[src/rtl/oclib_async_req_ack_mux_to_ready_valid_pkg.sv]
// Shared types and helpers for the async req/ack to ready/valid merge block.
// Imported by the channel receiver and the top-level mux.
package oclib_async_req_ack_mux_to_ready_valid_pkg;

  typedef enum logic {
    RtzHandshake,
    ToggleHandshake
  } handshake_e;

  typedef enum logic {
    ChanIdle,
    ChanAcked
  } chan_state_e;

  // A single channel still needs a 1-bit channel tag on the output.
  function automatic int chan_id_width(input int channels);
    return (channels > 1) ? $clog2(channels) : 1;
  endfunction

  function automatic handshake_e handshake_mode(input int two_phase);
    return (two_phase != 0) ? ToggleHandshake : RtzHandshake;
  endfunction

endpackage

[src/rtl/oclib_async_req_ack_chan_rx.sv]
// One asynchronous req/ack receiver: synchroniser, handshake FSM and a small FIFO.
// The FSM only acknowledges once the payload is safely written into the FIFO.
module oclib_async_req_ack_chan_rx
  import oclib_async_req_ack_mux_to_ready_valid_pkg::*;
#(
  parameter int         Width      = 8,
  parameter int         Depth      = 4,
  parameter int         SyncStages = 2,
  parameter handshake_e Mode       = RtzHandshake
) (
  input  logic             clock,
  input  logic             reset,
  input  logic [Width-1:0] data,
  input  logic             req,
  output logic             ack,
  input  logic             rd_en,
  output logic [Width-1:0] rd_data,
  output logic             not_empty
);

  localparam int PtrW = $clog2(Depth);
  localparam int CntW = PtrW + 1;

  logic [Width:0]     sync_q;
  logic               req_sync;
  logic [Width-1:0]   data_sync;
  logic               wr_en;
  logic               full;

  logic [Width-1:0]   mem [Depth];
  logic [PtrW-1:0]    wr_ptr;
  logic [PtrW-1:0]    rd_ptr;
  logic [CntW-1:0]    count;

  // Req and data share the same stages, so the data is settled when req_sync rises.
  oclib_synchronizer #(
    .Width  (Width + 1),
    .Stages (SyncStages)
  ) u_sync (
    .clock (clock),
    .reset (reset),
    .d     ({req, data}),
    .q     (sync_q)
  );

  assign req_sync  = sync_q[Width];
  assign data_sync = sync_q[Width-1:0];

  assign full      = (count == CntW'(Depth));
  assign not_empty = (count != '0);
  assign rd_data   = mem[rd_ptr];

  always_ff @(posedge clock or negedge reset) begin
    if (!reset) begin
      wr_ptr <= '0;
      rd_ptr <= '0;
      count  <= '0;
    end else begin
      if (wr_en) wr_ptr <= wr_ptr + 1'b1;
      if (rd_en) rd_ptr <= rd_ptr + 1'b1;
      unique case ({wr_en, rd_en})
        2'b10:   count <= count + 1'b1;
        2'b01:   count <= count - 1'b1;
        default: count <= count;
      endcase
    end
  end

  // NOTE: payload storage is deliberately not reset; the pointers and count define validity.
  always_ff @(posedge clock) begin
    if (wr_en) mem[wr_ptr] <= data_sync;
  end

  if (Mode == RtzHandshake) begin : g_rtz
    chan_state_e state;
    chan_state_e state_next;

    always_ff @(posedge clock or negedge reset) begin
      if (!reset) state <= ChanIdle;
      else        state <= state_next;
    end

    // NOTE: every output of this block gets a default first so no latch is inferred.
    always_comb begin
      state_next = state;
      wr_en      = 1'b0;
      unique case (state)
        ChanIdle: begin
          if (req_sync && !full) begin
            wr_en      = 1'b1;
            state_next = ChanAcked;
          end
        end
        ChanAcked: begin
          if (!req_sync) state_next = ChanIdle;
        end
      endcase
    end

    assign ack = (state == ChanAcked);
  end else begin : g_toggle
    logic ack_q;
    logic ack_next;

    always_ff @(posedge clock or negedge reset) begin
      if (!reset) ack_q <= 1'b0;
      else        ack_q <= ack_next;
    end

    // A pending event is any mismatch between the synchronised req and our ack.
    always_comb begin
      ack_next = ack_q;
      wr_en    = 1'b0;
      if ((req_sync != ack_q) && !full) begin
        wr_en    = 1'b1;
        ack_next = req_sync;
      end
    end

    assign ack = ack_q;
  end

endmodule

[src/rtl/oclib_synchronizer.sv]
// Multi-flop synchroniser with asynchronous active-low clear.
// Used for req/data capture and for reset deassertion.
module oclib_synchronizer #(
  parameter int Width  = 1,
  parameter int Stages = 2
) (
  input  logic             clock,
  input  logic             reset,
  input  logic [Width-1:0] d,
  output logic [Width-1:0] q
);

  logic [Stages-1:0][Width-1:0] stage;

  // NOTE: sequential state uses non-blocking assignments so every flop samples pre-edge values.
  always_ff @(posedge clock or negedge reset) begin
    if (!reset) begin
      stage <= '0;
    end else begin
      stage <= {stage[Stages-2:0], d};
    end
  end

  assign q = stage[Stages-1];

endmodule

[src/rtl/oclib_async_req_ack_mux_to_ready_valid.sv]
// Merges several async req/ack senders into one ready/valid stream tagged with its source channel.
// Per-channel receivers fill FIFOs; a round-robin arbiter drains them into one output register.
module oclib_async_req_ack_mux_to_ready_valid
  import oclib_async_req_ack_mux_to_ready_valid_pkg::*;
#(
  parameter int  Width      = 8,
  parameter int  Channels   = 2,
  parameter int  Depth      = 4,
  parameter int  TwoPhase   = 0,
  parameter int  SyncStages = 2,
  localparam int ChanW      = chan_id_width(Channels)
) (
  input  logic                      clock,
  input  logic                      reset,
  input  logic [Channels*Width-1:0] inData,
  input  logic [Channels-1:0]       inReq,
  output logic [Channels-1:0]       inAck,
  output logic [Width-1:0]          outData,
  output logic [ChanW-1:0]          outChan,
  output logic                      outValid,
  input  logic                      outReady
);

  localparam handshake_e Mode = handshake_mode(TwoPhase);

  logic                rst_n;
  logic [Channels-1:0] not_empty;
  logic [Channels-1:0] rd_en;
  logic [Width-1:0]    rd_data [Channels];
  logic [ChanW-1:0]    ptr;
  logic [ChanW-1:0]    pick;
  logic                found;
  logic                load;

  // Reset asserts asynchronously but releases only after SyncStages clean clock edges.
  oclib_synchronizer #(
    .Width  (1),
    .Stages (SyncStages)
  ) u_rst_sync (
    .clock (clock),
    .reset (reset),
    .d     (1'b1),
    .q     (rst_n)
  );

  for (genvar c = 0; c < Channels; c++) begin : g_chan
    oclib_async_req_ack_chan_rx #(
      .Width      (Width),
      .Depth      (Depth),
      .SyncStages (SyncStages),
      .Mode       (Mode)
    ) u_chan (
      .clock     (clock),
      .reset     (rst_n),
      .data      (inData[c*Width +: Width]),
      .req       (inReq[c]),
      .ack       (inAck[c]),
      .rd_en     (rd_en[c]),
      .rd_data   (rd_data[c]),
      .not_empty (not_empty[c])
    );
  end

  // Scan from the pointer upward, wrapping, and take the first channel with data.
  always_comb begin
    found = 1'b0;
    pick  = '0;
    for (int i = 0; i < Channels; i++) begin
      int idx;
      idx = int'(ptr) + i;
      if (idx >= Channels) idx = idx - Channels;
      if (!found && not_empty[idx]) begin
        found = 1'b1;
        pick  = ChanW'(idx);
      end
    end
  end

  assign load = (!outValid || outReady) && found;

  always_comb begin
    rd_en = '0;
    if (load) rd_en[pick] = 1'b1;
  end

  always_ff @(posedge clock or negedge rst_n) begin
    if (!rst_n) begin
      outValid <= 1'b0;
      outData  <= '0;
      outChan  <= '0;
      ptr      <= '0;
    end else if (load) begin
      outValid <= 1'b1;
      outData  <= rd_data[pick];
      outChan  <= pick;
      ptr      <= (int'(pick) == Channels - 1) ? '0 : pick + ChanW'(1);
    end else if (outReady) begin
      outValid <= 1'b0;
    end
  end

endmodule

[config.mk]
export PLATFORM = sky130hd
export DESIGN_NAME = oclib_async_req_ack_mux_to_ready_valid
export DESIGN_NICKNAME = d
export VERILOG_FILES = /design/src/rtl/oclib_async_req_ack_mux_to_ready_valid_pkg.sv /design/src/rtl/oclib_async_req_ack_chan_rx.sv /design/src/rtl/oclib_synchronizer.sv /design/src/rtl/oclib_async_req_ack_mux_to_ready_valid.sv
export SDC_FILE = /design/constraint.sdc
export NUM_CORES = 1
export LEC_CHECK = 0
export BUFFER_PORTS_ARGS = -buffer_cell sky130_fd_sc_hd__buf_2
export CORE_MARGIN = 2
export CORE_UTILIZATION = 53
export DETAILED_ROUTE_END_ITERATION = 6
export PLACE_DENSITY = 0.72
export SKIP_LAST_GASP = 1
export SLEW_MARGIN = 20
export SYNTH_ARGS = -nofsm -noshare
export SYNTH_HDL_FRONTEND = slang
export SYNTH_HIERARCHICAL = 1
export SYNTH_SLANG_ARGS = --single-unit
[constraint.sdc]
create_clock -name clock -period 1.81 [get_ports clock]
set_input_delay 0.0905 -clock clock [delete_from_list [all_inputs] [get_ports clock]]
set_output_delay 0.0905 -clock clock [all_outputs]
set_load 0.01 [all_outputs]
==> results of run 1 <==
path summary, 6_finish.rpt:
kind	startpoint	endpoint	slack, ns	depth (start not counted)
min	inData[2]	g_chan[0].u_chan/u_sync/stage[2]	0.21	2
max reg2reg	g_chan[0].u_chan/count[1]	g_chan[1].u_chan/count[2]	-0.39	9
min reg2reg	u_rst_sync/q	g_chan[0].u_chan/u_sync/q[0]	0.25	0
max in group asynchronous	u_rst_sync/q	g_chan[1].u_chan/count[0]	1.04	1
max	g_chan[0].u_chan/count[1]	g_chan[1].u_chan/count[2]	-0.39	9
min in group asynchronous	u_rst_sync/q	g_chan[0].u_chan/u_sync/q[0]	0.25	0
timing repair:
item                       CTS  global route
hold endpoints to repair    20             0
pin swaps                    6             7
resized for setup            6            10
gates cloned                 0             0
buffers inserted             4             2
hold buffers                20             0
setup endpoints to repair   20            57
report_power, final:
group / leakage [nW] / internal, mW / switching (mW) / total (mW)
clock: 0.266 / 1.85 / 1.20 / 3.05
combinational: 0.853 / 1.52 / 1.21 / 2.73
sequential: 1.34 / 3.62 / 0.402 / 4.02
total: 2.46 / 6.99 / 2.82 / 9.81
Yosys cell counts (all sizes together), types with 3 or more instances:
master  instances  area, µm²
xor2            6       52.6
a221o           8       90.1
xnor2           6       52.6
and2            8       57.6
mux4           16        360
ha             10        125
nand2          12       45.0
nor3            8       40.0
buf            25        195
edfxtp         64       1920
or3             3       22.5
dfrtp          65       1630
inv            13       48.8
routing by layer:
metal / vias up / track usage [%]
met2: 83 / 30.6
met1: 1200 / 26.0
met4: 0 / 7.80
li1: 1090 / -
met3: 13 / 6.34
met5: - / 0
critical path: cells and delay by family (launching register included):
family	cells	cell delay, ns
AND/OR/NAND/NOR	4	0.89
buffers and inverters	1	0.03
XOR/XNOR	2	0.32
flip-flops	1	0.38
adder cells (fa/ha/maj)	2	0.50
state kept, by name, indices dropped and copies added, names as in the netlist:
register                    flops
g_chan.u_chan/rd_ptr            4
u_rst_sync/stage                1
outData                         8
outChan                         1
ptr                             1
g_chan.u_chan/ack               2
g_chan.u_chan/u_sync/stage     18
g_chan.u_chan/mem              64
outValid                        1
g_chan.u_chan/wr_ptr            4
g_chan.u_chan/count             6
u_rst_sync/q                    1
g_chan.u_chan/u_sync/q         18
per-stage QoR:
| step | utilization (%) | setup TNS [ns] | std cells |
|---|---|---|---|
| after detailed placement | 59.2 | -1.60 | 401 |
| after global placement | 59.2 | -1.14 | 401 |
| after global routing | 68.3 | -2.40 | 457 |
| final | 68.3 | -1.65 | 457 |
| after CTS | 68.1 | -1.30 | 457 |
| after floorplan | - | -1.71 | 268 |
cells by family (layout without fill, tap and decap cells):
group / Yosys count / after routing
AO/OA/AOI/OAI: 16 / 16
XOR/XNOR: 12 / 12
adder cells (fa/ha/maj): 12 / 12
buffers and inverters: 40 / 121
flip-flops: 129 / 129
multiplexers: 18 / 18
other: 1 / 1
AND/OR/NAND/NOR: 40 / 40
cell type report:
cell class                      count  area (µm²)
Multi-Input combinational cell     99        1140
Tap cell                          108         135
Clock buffer                       19         432
Inverter                           13        48.8
Clock inverter                     13         113
Sequential cell                   129        3550
Timing Repair Buffer               76         598
Fill cell                         593        2790
==> impl_metrics.toml, run 1 <==
[run_status]
outcome = "finished with violations"
failed_checks = "setup timing"

[timing]
max_freq_mhz = 454
whs_ns = 0.208
relSlewSlack_pct = 64.7
period_share_pct = 122
setup_viol = 13
drv_slew = 0
fin_crit_ns = 2.20
finClkSkew_ns = 0.00801
rsz0062_at_grt = "yes"
fin_ws_ns = -0.393
finalHoldViolCount = 0
max_slew.worst_pin.slew_ns = 0.529

[critical_path]
start_kind = "register"
crit_slowest_cell = "or3_4"
path_class = "register to register"
crit_path_max_fanout = 2
crit_top_cell = "xor2_1"
crit_arrival_ns = 2.63
crit_path_max_incr_delay_ns = 0.39
crit_path_end_kind = "register"
path_cells = "or3_4 > nor2b_4 > nor3b_4 > ha_4 > inv_2 > fa_2 > xor2_1 > nor2_1 > xor2_1"
critPathRequiredTime_ns = 2.24

[synthesis]
synth_top_family_by_area = "multiplexers"
synthSimpleGateAreaFrac_pct = 4.98
synth_xor_area_share_pct = 2.16
yosysWarnings = 6
syn_nets = 301
async_reset_ff_share_pct = 50.4
synth_flop_cell = "dfrtp_1"
synth_compound_area_share_pct = 3.34
synth-edff-count = 64
synth_seq_area_share_pct = 72.9
syn_inst = 268
syn_area_mm2 = 0.00487
synthAdderAreaFrac_pct = 3.39
synth_cell_types = 33
syn_avg_cell_area_um2 = 18.2
ys_ff_latch = 129
synth_mux_area_share_pct = 8.02

[clock_tree]
cts_buffers = 17
root_buffer = "clkbuf_8"
tritoncts = "yes"
clock_latency_ns = 0.52
htreeDepth = 4
clock_tree.buffer_depth = 2
clkTransAtPathRegs_ns = 0.06
clock_sinks = 129

[drt]
num_vias = 2386
routed.top_layer = "met4"
wl_met3_um = 579
antenna_left = 0
routed_via_density = 5.22
routedWlPerCell_um = 18.6
drtPass1Iterations = 4
drc_errors = 0
dr_wl_met2_mm = 4.30
drt_iter0_drc = 180
wl_met1_mm = 3.51
routed_wl_mm = 8.52

[grt]
grt_overflow_total = 0
grt_max_degree = 25
grt_usage_pct = 19.6
grt_pass1_wl_mm = 13.9
antenna_found_initial = 0
grt_pass1_vias = 2604

[floorplan]
ios = 33
die_height_um = 99.9
num_rows = 34
start_util_pct = 55.3
coreArea_mm2 = 0.00881
dieArea_mm2 = 0.00997
die_x_um = 99.9

[min_path]
hp-class = "input port to register"

[final_layout]
n_antenna_cell = 0
fin_nets = 369
design_area_mm2 = 0.00601
syn2layout_area_growth_pct = 23.5
drive_above_1_share_pct = 40.1
final_cell_mix = "dfrtp_1 (64), edfxtp_1 (64), buf_2 (32)"

[placed_design]
numPortBuffers = 32
placed_area_mm2 = 0.00521
dp_hpwl_mm = 5.10
place_congestion = 0.779
dpl_worst_slack_ns = -0.412

[job]
max_cap_violations = 0

[power]
peakVddDrop_mv = 0.750
total_power_mw = 9.81
pwr_density_cell_mw_per_mm2 = 1630
p_leak_nw = 2.46
Note: power is estimated with default switching activity, not from simulation.
==> inputs of run 2 (changes only) <==
CORE_ASPECT_RATIO = 2   (was default)
==> run 2 against run 1 <==
The flow still finishes with violations (setup timing); non-clock buffer count did not move; via count shrank 0.88%; critical path depth stayed put; global-route usage decreased by 1.6 points; first-iteration DRC count down 18%; register-to-register slack improved by 0.02 ns; maximum frequency up 1.0%; combinational power grew 3%; cell count shrank 1.3%; total power rose by 3.6%; sequential share of layout area decreased by 0.29 points; critical path type unchanged; critical endpoint unchanged; largest power group unchanged.
==> impl_metrics.toml, run 2 (synthesized netlist as in run 1, its figures left out) <==
[run_status]
outcome = "finished with violations"
failed_checks = "setup timing"

[drt]
routed_via_density = 5.24
routed_wl_mm = 7.93
routedWlPerCell_um = 17.6
drt_iter0_drc = 148
drc_errors = 0
antenna_left = 0
num_vias = 2365
drtPass1Iterations = 4

[timing]
max_freq_mhz = 458
finClkSkew_ns = 0.00941
period_share_pct = 121
fin_tns_setup_ns = -1.17
fin_ws_ns = -0.371
drv_slew = 0
setup_viol = 4
rsz0062_at_grt = "yes"
fin_crit_ns = 2.18
whs_ns = 0.267
finalHoldViolCount = 0

[min_path]
hp-class = "register to async pin"

[clock_tree]
clkTransAtPathRegs_ns = 0.06
tritoncts = "yes"
cts_buffers = 17
clock_latency_ns = 0.42
clock_tree.buffer_depth = 2
htreeDepth = 4
clock_sinks = 129
root_buffer = "clkbuf_16"

[critical_path]
cp.depth = 9
rrSetupSlack_ns = -0.37
crit_path_max_incr_delay_ns = 0.39
critical_path.endpoint = "g_chan[1].u_chan/count[2]"
rr_worst_depth = 9
r2r-start = "g_chan[0].u_chan/count[1]"
crit_arrival_ns = 2.48
cp-startpoint = "g_chan[0].u_chan/count[1]"
crit_top_cell = "xor2_1"
path_cells = "or3_4 > nor2b_4 > nor3b_4 > ha_4 > inv_2 > fa_2 > xor2_1 > nor2_1 > xor2_1"
crit_buf_inv = 1
path_class = "register to register"
critPathRequiredTime_ns = 2.10
r2r-end = "g_chan[1].u_chan/count[2]"
crit_slowest_cell = "or3_4"
crit_path_end_kind = "register"
start_kind = "register"
critical_path.top_delay_family = "simple AND/OR/NAND/NOR gates"
crit_path_max_fanout = 2

[floorplan]
die_height_um = 140
ios = 33
num_rows = 49
start_util_pct = 54.4
dieArea_mm2 = 0.0100
coreArea_mm2 = 0.00895
die_x_um = 71.8

[grt]
grt_overflow_total = 0
grt_pass1_vias = 2564
grt_max_degree = 64
antenna_found_initial = 0
grt_usage_pct = 18.0
grt_pass1_wl_mm = 12.8

[power]
total_power_mw = 10.2
p_leak_nw = 2.47
peakVddDrop_mv = 1.11
pwr_density_cell_mw_per_mm2 = 1680

[final_layout]
fin_nets = 369
drive_above_1_share_pct = 41.3
fillCellCount = 597
final_cell_mix = "dfrtp_1 (64), edfxtp_1 (64), buf_2 (32)"
regMostFlops = "g_chan.u_chan/mem"
largest_register_ffs = 64
syn2layout_area_growth_pct = 24.1
n_antenna_cell = 0

[placed_design]
place_congestion = 0.722
numPortBuffers = 32
dp_hpwl_mm = 5.15
dpl_worst_slack_ns = -0.393

[job]
max_cap_violations = 0
-- run 2: per-stage QoR --
stage,instances,cell area [µm²],util (%)
detailed placement,395,5190,58.0
global route,451,6040,67.5
finish,451,6040,67.5
global placement,395,5190,58.0
floorplan,268,4920,-
CTS,450,6020,67.2
-- run 2: worst min-delay path by stage --
| stage | depth (start not counted) | from | endpoint |
|---|---|---|---|
| 2_1_floorplan | 0 | reset | u_rst_sync/q |
| 3_3_place_gp | 1 | reset | u_rst_sync/stage[0] |
| 3_5_place_dp | 1 | reset | u_rst_sync/stage[0] |
| 4_1_cts | 1 | u_rst_sync/q | g_chan[0].u_chan/u_sync/stage[3] |
| 5_1_grt | 2 | inReq[1] | g_chan[1].u_chan/u_sync/stage[8] |
| 6_report | 1 | u_rst_sync/q | g_chan[0].u_chan/u_sync/stage[1] |
-- run 2: worst register-to-register path, cell delays in order (launching register included) --
cell and delay (ns):
dfrtp_1 0.37, or3_4 0.39, nor2b_4 0.14, nor3b_4 0.23, ha_4 0.17, inv_2 0.03, fa_2 0.34, xor2_1 0.16
nor2_1 0.08, xor2_1 0.16
-- run 2: cell type report --
type	count	area [µm²]	share of cell area, %
sequential	129	3550	58.7
clock buffer	17	425	7.04
multi-input combinational	99	1140	18.8
timing repair buffer	76	582	9.63
clock inverter	15	171	2.84
tap	102	128	2.11
inverter	13	48.8	0.808
-- run 2: per-layer routing --
layer  share of wire [%]  track usage (%)  vias up
met5                   0                0        -
met4                 1.8             9.33        0
met3                 3.3             5.50       13
met2                  58             31.1       54
met1                  37             19.2     1209
li1                    -                -     1089
-- run 2: timing repair --
item | in CTS | in global routing
endpoints found under the setup margin | 12 | 44
hold buffers | 20 | 0
endpoints found under the hold margin | 20 | 0
gates resized for setup | 4 | 9
pin swaps | 4 | 0
gates cloned | 0 | 0
setup buffers | 3 | 1
-- run 2: power breakdown --
part           switching, mW  internal [mW]
clock                   1.32           2.07
sequential             0.361           3.62
combinational           1.26           1.54
total                   2.94           7.22
==> inputs of run 3 (changes only) <==
PLACE_DENSITY = default   (was 0.72)
PLACE_DENSITY_LB_ADDON = 0.1   (was default)
==> run 3 against run 2 <==
The run still ends with setup timing left; global-route usage rose by 0.85 points; clock power grew 4%; non-clock buffer count up 4; cell count rose by 0.89%; hold slack got worse by 0.018 ns; critical path depth rose by 1; clock-buffer cell count up 7; worst setup slack improved by 0.013 ns; sequential cell count unchanged; largest cell class unchanged.
==> impl_metrics.toml, run 3 (synthesized netlist as in run 1, its figures left out) <==
[critical_path]
path_class = "register to register"
crit_path_end_kind = "register"
crit_path_max_fanout = 2
start_kind = "register"
crit_arrival_ns = 2.46
critPathRequiredTime_ns = 2.10

[floorplan]
die_height_um = 140
ios = 33
coreArea_mm2 = 0.00895
dieArea_mm2 = 0.0100
start_util_pct = 54.4
num_rows = 49
die_x_um = 71.8

[power]
pwr_density_cell_mw_per_mm2 = 1680
clockPowerShare_pct = 34.2
peakVddDrop_mv = 1.01
power_frac_seq_pct = 38.8
p_sw_share_pct = 26.7
p_leak_nw = 2.50
total_power_mw = 10.2
power_frac_comb_pct = 27.1
p_int_mw = 7.51
p_switching_mw = 2.74

[job]
max_cap_violations = 0

[final_layout]
fin_nets = 373
fin_util_pct = 68.1
regArea_mm2 = 0.00355
largest_register_ffs = 64
syn2layout_area_growth_pct = 25.1
regMostFlops = "g_chan.u_chan/mem"
multi_input_area_mm2 = 0.00114
drive_above_1_share_pct = 40.8
final_cell_mix = "dfrtp_1 (64), edfxtp_1 (64), buf_2 (32)"
fillCellCount = 610
n_antenna_cell = 0

[drt]
antenna_left = 0
drtPass1Iterations = 4
drc_errors = 0
routed_wl_mm = 8.01
drt_iter0_drc = 98
num_vias = 2343
routed_via_density = 5.15
routedWlPerCell_um = 17.6

[placed_design]
numPortBuffers = 32
dpl_worst_slack_ns = -0.368
place_congestion = 0.713
dp_hpwl_mm = 5.29

[timing]
drv_slew = 0
max_freq_mhz = 461
finalHoldViolCount = 0
whs_ns = 0.250
rsz0062_at_grt = "yes"
fin_ws_ns = -0.359
setup_viol = 4
fin_crit_ns = 2.17
fin_tns_setup_ns = -1.16
period_share_pct = 120
finClkSkew_ns = 0.00865

[clock_tree]
clkTransAtPathRegs_ns = 0.05
root_buffer = "clkbuf_16"
clock_sinks = 129
cts_buffers = 17
tritoncts = "yes"
htreeDepth = 4
clock_tree.buffer_depth = 2
clock_latency_ns = 0.41

[grt]
use_met1_pct = 19.5
grt_use_met3_pct = 6.81
top_usage_layer = "met2"
use_met2_pct = 33.0
grt_pass1_vias = 2593
grt_max_degree = 39
grt_usage_pct = 18.8
antenna_found_initial = 0
grt_pass1_wl_mm = 13.4
grt_overflow_total = 0

[min_path]
hp-class = "register to async pin"

[run_status]
failed_checks = "setup timing"
outcome = "finished with violations"
run 3: worst paths after layout:
path,startpoint,to,slack (ns),cells after the start
max,g_chan[0].u_chan/count[1],g_chan[0].u_chan/count[2],-0.36,10
min,u_rst_sync/q,g_chan[1].u_chan/count[0],0.25,1
max reg2reg,g_chan[0].u_chan/count[1],g_chan[0].u_chan/count[2],-0.36,10
min reg2reg,u_rst_sync/q,g_chan[1].u_chan/count[0],0.25,1
max in group asynchronous,reset,u_rst_sync/q,1.13,3
min in group clock,inData[1],g_chan[0].u_chan/u_sync/stage[1],0.32,2
run 3: area by class of cell:
cell class                      instances  area share [%]
Clock inverter                          8            2.05
Clock buffer                           24            8.09
Sequential cell                       129            58.3
Timing Repair Buffer                   80            10.0
Inverter                               13           0.801
Tap cell                              102            2.09
Multi-Input combinational cell         99            18.7
run 3: what timing repair did:
action,in CTS,in global routing
endpoints found under the hold margin,20,0
hold buffers,20,0
buffers inserted,4,1
pin swaps,8,5
endpoints found under the setup margin,12,44
gates resized for setup,6,7
run 3: power groups by stage:
stage,combinational (mW),clock (mW),sequential (mW)
CTS,2.78,3.56,3.98
detailed placement,2.62,0,4.03
floorplan,1.83,0,3.94
global placement,2.58,0,4.01
global route,3.06,3.71,4.04
finish,2.77,3.50,3.97
run 3: critical path: stages (launching register included):
cell     delay [ns]
dfrtp_1        0.39
buf_6          0.12
or3b_4         0.36
and3b_2        0.23
inv_2          0.07
ha_4           0.13
inv_2          0.03
fa_2           0.33
xor2_1         0.18
nor2_1         0.07
xor2_1         0.14
run 3: per-stage QoR:
stage          instances  cell area, µm²
4_1_cts              454            6070
3_5_place_dp         398            5220
5_1_grt              455            6090
3_3_place_gp         398            5220
6_report             455            6090
2_1_floorplan        268            4920
run 3: layer usage:
| metal | vias up | wire (µm) |
|---|---|---|
| met1 | 1193 | 2900 |
| met5 | - | 0 |
| met3 | 14 | 265 |
| li1 | 1090 | - |
| met2 | 46 | 4660 |
| met4 | 0 | 178 |
